`config.mk`:
```
export PLATFORM = sky130hd
export DESIGN_NAME = atm_button_conditioner
export DESIGN_NICKNAME = d
export VERILOG_FILES = /design/src/rtl/atm_pkg.sv /design/src/rtl/atm_debounce.sv /design/src/rtl/atm_button_conditioner.sv
export SDC_FILE = /design/constraint.sdc
export NUM_CORES = 1
export LEC_CHECK = 0
export ABC_AREA = 1
export BUFFER_PORTS_ARGS = -buffer_cell sky130_fd_sc_hd__buf_2
export CAP_MARGIN = 20
export CORE_MARGIN = 10
export CORE_UTILIZATION = 40
export CTS_BUF_LIST = sky130_fd_sc_hd__clkbuf_4
export CTS_CLUSTER_DIAMETER = 30
export CTS_CLUSTER_SIZE = 25
export DETAILED_ROUTE_END_ITERATION = 10
export PLACE_DENSITY = 0.59
export SYNTH_ARGS = -nofsm -noshare
export SYNTH_HDL_FRONTEND = slang
export SYNTH_SLANG_ARGS = --single-unit
export TNS_END_PERCENT = 20
```
`constraint.sdc`:
```
create_clock -name clk -period 2.94 [get_ports clk]
set_input_delay 0 -clock clk [delete_from_list [all_inputs] [get_ports clk]]
set_output_delay 0 -clock clk [all_outputs]
set_load 0.02 [all_outputs]
```
`src/rtl/atm_pkg.sv`:
```
// atm_pkg: shared constants and debounce state encoding for the ATM button front-end.
package atm_pkg;
    localparam int DEBOUNCE_CYCLES_DEFAULT = 1_000_000;
    localparam int BTN3_I = 2;
    localparam int BTN2_I = 1;
    localparam int BTN1_I = 0;
    typedef enum logic [1:0] {
        STABLE_LO = 2'd0,
        WAIT_HI   = 2'd1,
        STABLE_HI = 2'd2,
        WAIT_LO   = 2'd3
    } db_state_e;
endpackage

```
`src/rtl/atm_debounce.sv`:
```
// atm_debounce: two-flop synchroniser plus level debounce FSM for one push-button.
module atm_debounce
    import atm_pkg::*;
#(
    parameter int DEBOUNCE_CYCLES = DEBOUNCE_CYCLES_DEFAULT,
    parameter int CNT_W = $clog2(DEBOUNCE_CYCLES + 1)
) (
    input  logic clk,
    input  logic rst,
    input  logic raw_i,
    output logic level_o
);
    // Entering a WAIT state already counts one sample, so the flip happens on the Nth agreeing sample.
    localparam logic [CNT_W-1:0] LAST = CNT_W'(DEBOUNCE_CYCLES - 2);
    logic [1:0] sync_q;
    logic [CNT_W-1:0] cnt_q, cnt_d;
    db_state_e state_q, state_d;
    logic sync;
    assign sync = sync_q[1];
    always_ff @(posedge clk) begin
        if (rst) begin
            sync_q  <= '0;
            cnt_q   <= '0;
            state_q <= STABLE_HI;
        end else begin
            sync_q  <= {sync_q[0], raw_i};
            cnt_q   <= cnt_d;
            state_q <= state_d;
        end
    end
    always_comb begin
        state_d = state_q;
        cnt_d   = '0;
        case (state_q)
            STABLE_LO: state_d = sync ? WAIT_HI : STABLE_LO;
            WAIT_HI: begin
                if (!sync) state_d = STABLE_LO;
                else if (cnt_q == LAST) state_d = STABLE_HI;
                else cnt_d = cnt_q + 1'b1;
            end
            STABLE_HI: state_d = sync ? STABLE_HI : WAIT_LO;
            WAIT_LO: begin
                if (sync) state_d = STABLE_HI;
                else if (cnt_q == LAST) state_d = STABLE_LO;
                else cnt_d = cnt_q + 1'b1;
            end
            default: state_d = STABLE_HI;
        endcase
    end
    assign level_o = (state_q == STABLE_HI) || (state_q == WAIT_LO);
endmodule

```
`src/rtl/atm_button_conditioner.sv`:
```
// atm_button_conditioner: debounces three buttons into one-shot command pulses
// with a synchronised switch snapshot taken on the same edge.
module atm_button_conditioner
    import atm_pkg::*;
#(
    parameter int DEBOUNCE_CYCLES = DEBOUNCE_CYCLES_DEFAULT,
    parameter int CNT_W = $clog2(DEBOUNCE_CYCLES + 1)
) (
    input  logic       clk,
    input  logic       rst,
    input  logic       btn3_raw,
    input  logic       btn2_raw,
    input  logic       btn1_raw,
    input  logic [3:0] sw_raw,
    input  logic       inhibit,
    output logic       btn3_pulse,
    output logic       btn2_pulse,
    output logic       btn1_pulse,
    output logic [3:0] sw_snap,
    output logic       busy
);
    logic [2:0] raw, lvl, lvl_prev_q, rise, qual, win, pulse_q;
    logic [3:0] sw_s1_q, sw_s2_q, sw_snap_q;
    assign raw = {btn3_raw, btn2_raw, btn1_raw};
    for (genvar b = 0; b < 3; b++) begin : g_db
        atm_debounce #(
            .DEBOUNCE_CYCLES(DEBOUNCE_CYCLES),
            .CNT_W(CNT_W)
        ) u_db (
            .clk(clk),
            .rst(rst),
            .raw_i(raw[b]),
            .level_o(lvl[b])
        );
    end
    // A rise only counts if no other button was already down; losers of a tie are dropped.
    always_comb begin
        rise = lvl & ~lvl_prev_q;
        qual = '0;
        for (int i = 0; i < 3; i++)
            qual[i] = rise[i] && !inhibit && !(|(lvl_prev_q & ~(3'b001 << i)));
        win = qual[BTN3_I] ? 3'b001 << BTN3_I :
              qual[BTN2_I] ? 3'b001 << BTN2_I :
              qual[BTN1_I] ? 3'b001 << BTN1_I : 3'b000;
    end
    always_ff @(posedge clk) begin
        if (rst) begin
            sw_s1_q    <= '0;
            sw_s2_q    <= '0;
            lvl_prev_q <= '1;
            pulse_q    <= '0;
            sw_snap_q  <= '0;
        end else begin
            sw_s1_q    <= sw_raw;
            sw_s2_q    <= sw_s1_q;
            lvl_prev_q <= lvl;
            pulse_q    <= win;
            if (|win) sw_snap_q <= sw_s2_q;
        end
    end
    assign btn3_pulse = pulse_q[BTN3_I];
    assign btn2_pulse = pulse_q[BTN2_I];
    assign btn1_pulse = pulse_q[BTN1_I];
    assign sw_snap    = sw_snap_q;
    assign busy       = |lvl;
endmodule

```
==> results.sh <==
export IMPL_ys_warn_count=0
export IMPL_clock_fmax_mhz=548
export IMPL_cts_root_buf="clkbuf_4"
export IMPL_start_util=0.416
export IMPL_antenna_left=0
export IMPL_ios=18
export IMPL_final_cell_mix="136 x nor2_1, 127 x nand2_1, 90 x dfxtp_1, 83 x inv_1, 44 x nand3_1"
export IMPL_synth_edf_count=0
export IMPL_path_buf_inv=4
export IMPL_final_util=0.468
export IMPL_power_w=0.00205
export IMPL_ctsHtreeMaxLevel=3
export IMPL_place_gp_congestion=0.816
export IMPL_synth_area_leader_cell="dfxtp_1"
export IMPL_antenna_found_initial=0
export IMPL_fin_setup_tns_ns=0
export IMPL_syn_avg_cell_area_sq_um=6.91
export IMPL_layout_min_cycle_time_ns=1.82
export IMPL_min_period_over_period=0.621
export IMPL_async_reset_ff_frac=0
export IMPL_path_delay_family="buffers and inverters"
export IMPL_die_h_um=121
export IMPL_whs_ns=0.412
export IMPL_routed_wl_um=8250
export IMPL_ir_worst_vdd_uv=237
export IMPL_cp_common_cell="nand2_1"
export IMPL_first_global_vias=3578
export IMPL_rsz0062_at_grt="no"
export IMPL_arrival_ns=2.18
export IMPL_p_per_area_nw_per_um2=444
export IMPL_clock_latency_ns=0.44
export IMPL_route_detailed_wl_per_inst_um=10.7
export IMPL_fin_nets=647
export IMPL_p_leak_nw=1.81
export IMPL_crit_type="input port to flop"
export IMPL_drt_pass1_iterations=4
export IMPL_yosys_top_cells_area="dfxtp_1 44%, nor2_1 12%, nand2_1 12%"
export IMPL_cp_start_kind="input port"
export IMPL_worstPathRequired_ns=3.29
export IMPL_die_w_um=121
export IMPL_antenna_cells=0
export IMPL_setup_violations=0
export IMPL_cp_cell_sequence="dlygate4sd3_1 > buf_2 > clkinv_1 > nand2_1 > nor2_1 > nand2_1 > inv_1 > nand2_1 > nor2_1"
export IMPL_synthCells=593
export IMPL_synth_top_area_frac=0.439
export IMPL_drive_gt1_frac=0.0818
export IMPL_grt_ovfl_total=0
export IMPL_hpwl_um=6100
export IMPL_yosysSeqAreaShare=0.439
export IMPL_grt_pass1_wl_um=14900
export IMPL_max_cap_violations=0
export IMPL_grt_usage=0.119
export IMPL_worst_slew_pin_slew_ns=0.761
export IMPL_area_growth_pct=12.6
export IMPL_fp_dieArea_sq_um=14700
export IMPL_hp_class="flop to flop"
export IMPL_cp_slowest_stage_delay_ns=0.52
export IMPL_crit_fanout=21
export IMPL_cts_sinks=90
export IMPL_io_buffers=17
export IMPL_layout_commonest_cell="nor2_1"
export IMPL_avgViaCountPerCell=4.59
export IMPL_drc=0
export IMPL_slew_limit_headroom=0.491
export IMPL_end_kind="flop"
export IMPL_cts_buffers=9
export IMPL_yosys_cell_types_count=29
export IMPL_fp_row_count=36
export IMPL_clock_skew_ns=0.0238
export IMPL_status="complete, no violations"
export IMPL_synth_ff_type="dfxtp_1"
export IMPL_syn_area_sq_um=4100
export IMPL_syn_nets=609
export IMPL_drtIter0Drc=165
export IMPL_vias=3530
export IMPL_slowest_stage="dlygate4sd3_1"
export IMPL_grt_max_degree=22
export IMPL_hold_viol_final=0
export IMPL_slew_violations=0
export IMPL_core_area_sq_um=9860
export IMPL_synth_seq_cells=90
export IMPL_cts_tree="done"
export IMPL_clk_path_buf_depth=2
export IMPL_cts_clk_slew_worst_paths_ns=0.17
==> worst reg2reg max path, cell delays in order, from the launching register on <==
cell,delay (ns)
dfxtp_1,0.43
inv_1,0.09
ha_1,0.19
nand2_1,0.06
nor2_1,0.04
nand3_1,0.10
nand3_1,0.54
nor2_1,0.28
==> metal layers <==
metal,GRT usage,wire length [um],vias up
met4,0.0425,66,0
li1,-,-,1909
met5,0,0,-
met2,0.201,3880,34
met1,0.142,4060,1581
met3,0.0340,237,6
==> registers in the layout, summed over array words and instances (netlist names), named ones only <==
register / count
g_db.u_db.cnt_q: 60
g_db.u_db.sync_q: 6
pulse_q: 3
sw_s1_q: 4
g_db.u_db.state_q: 3
sw_snap: 4
lvl_prev_q: 3
sw_s2_q: 4
==> Yosys cell counts, drive strengths merged (4+ instances only) <==
cell    instances
nand4          10
nor3           20
inv            84
nor2          144
a21oi          10
o21ai           6
buf             4
ha              6
nand3b          4
nand2         130
nand3          47
dfxtp          90
xor2           13
xnor2           9
==> stage by stage <==
step,std cells,area (sq um),worst slack (ns)
2_1_floorplan,593,4100,1.54
4_1_cts,769,4620,1.10
3_3_place_gp,737,4320,1.22
5_1_grt,769,4620,0.920
3_5_place_dp,737,4320,1.13
6_report,769,4620,1.12
==> timing repair <==
action,CTS,global route
endpoints found under the hold margin,19,0
resized for setup,0,0
setup buffers,0,0
hold buffers,16,0
==> power breakdown <==
part / total (W) / switching [W] / internal [W]
clock: 0.000670 / 0.000471 / 0.000199
combinational: 0.000116 / 0.0000709 / 0.0000452
sequential: 0.00126 / 0.0000184 / 0.00125
==> worst paths after layout <==
path                                       end  slack (ns)                              start  cells past startpoint
max          g_db[1].u_db.cnt_q[15]$_SDFF_PP0_        1.12                                rst                      9
min          g_db[0].u_db.sync_q[1]$_SDFF_PP0_        0.41  g_db[0].u_db.sync_q[0]$_SDFF_PP0_                      2
max reg2reg  g_db[2].u_db.cnt_q[13]$_SDFF_PP0_        1.15   g_db[2].u_db.cnt_q[0]$_SDFF_PP0_                      7
min reg2reg  g_db[0].u_db.sync_q[1]$_SDFF_PP0_        0.41  g_db[0].u_db.sync_q[0]$_SDFF_PP0_                      2
==> logic make-up after synthesis <==
kind of cell | Yosys count | synth area share
buffers and inverters | 92 | 0.0870
AO/OA/AOI/OAI | 21 | 0.0278
flip-flops | 90 | 0.439
adder cells (fa/ha/maj) | 6 | 0.0183
AND/OR/NAND/NOR | 362 | 0.381
XOR/XNOR | 22 | 0.0470
==> layout make-up <==
cell class	count	area [sq um]
fill	997	5250
inverter	85	319
tap	133	166
clock inverter	7	67.6
timing repair buffer	34	253
multi-input combinational	411	1940
clock buffer	9	67.6
sequential	90	1800
(Power assumes the default switching activity.)
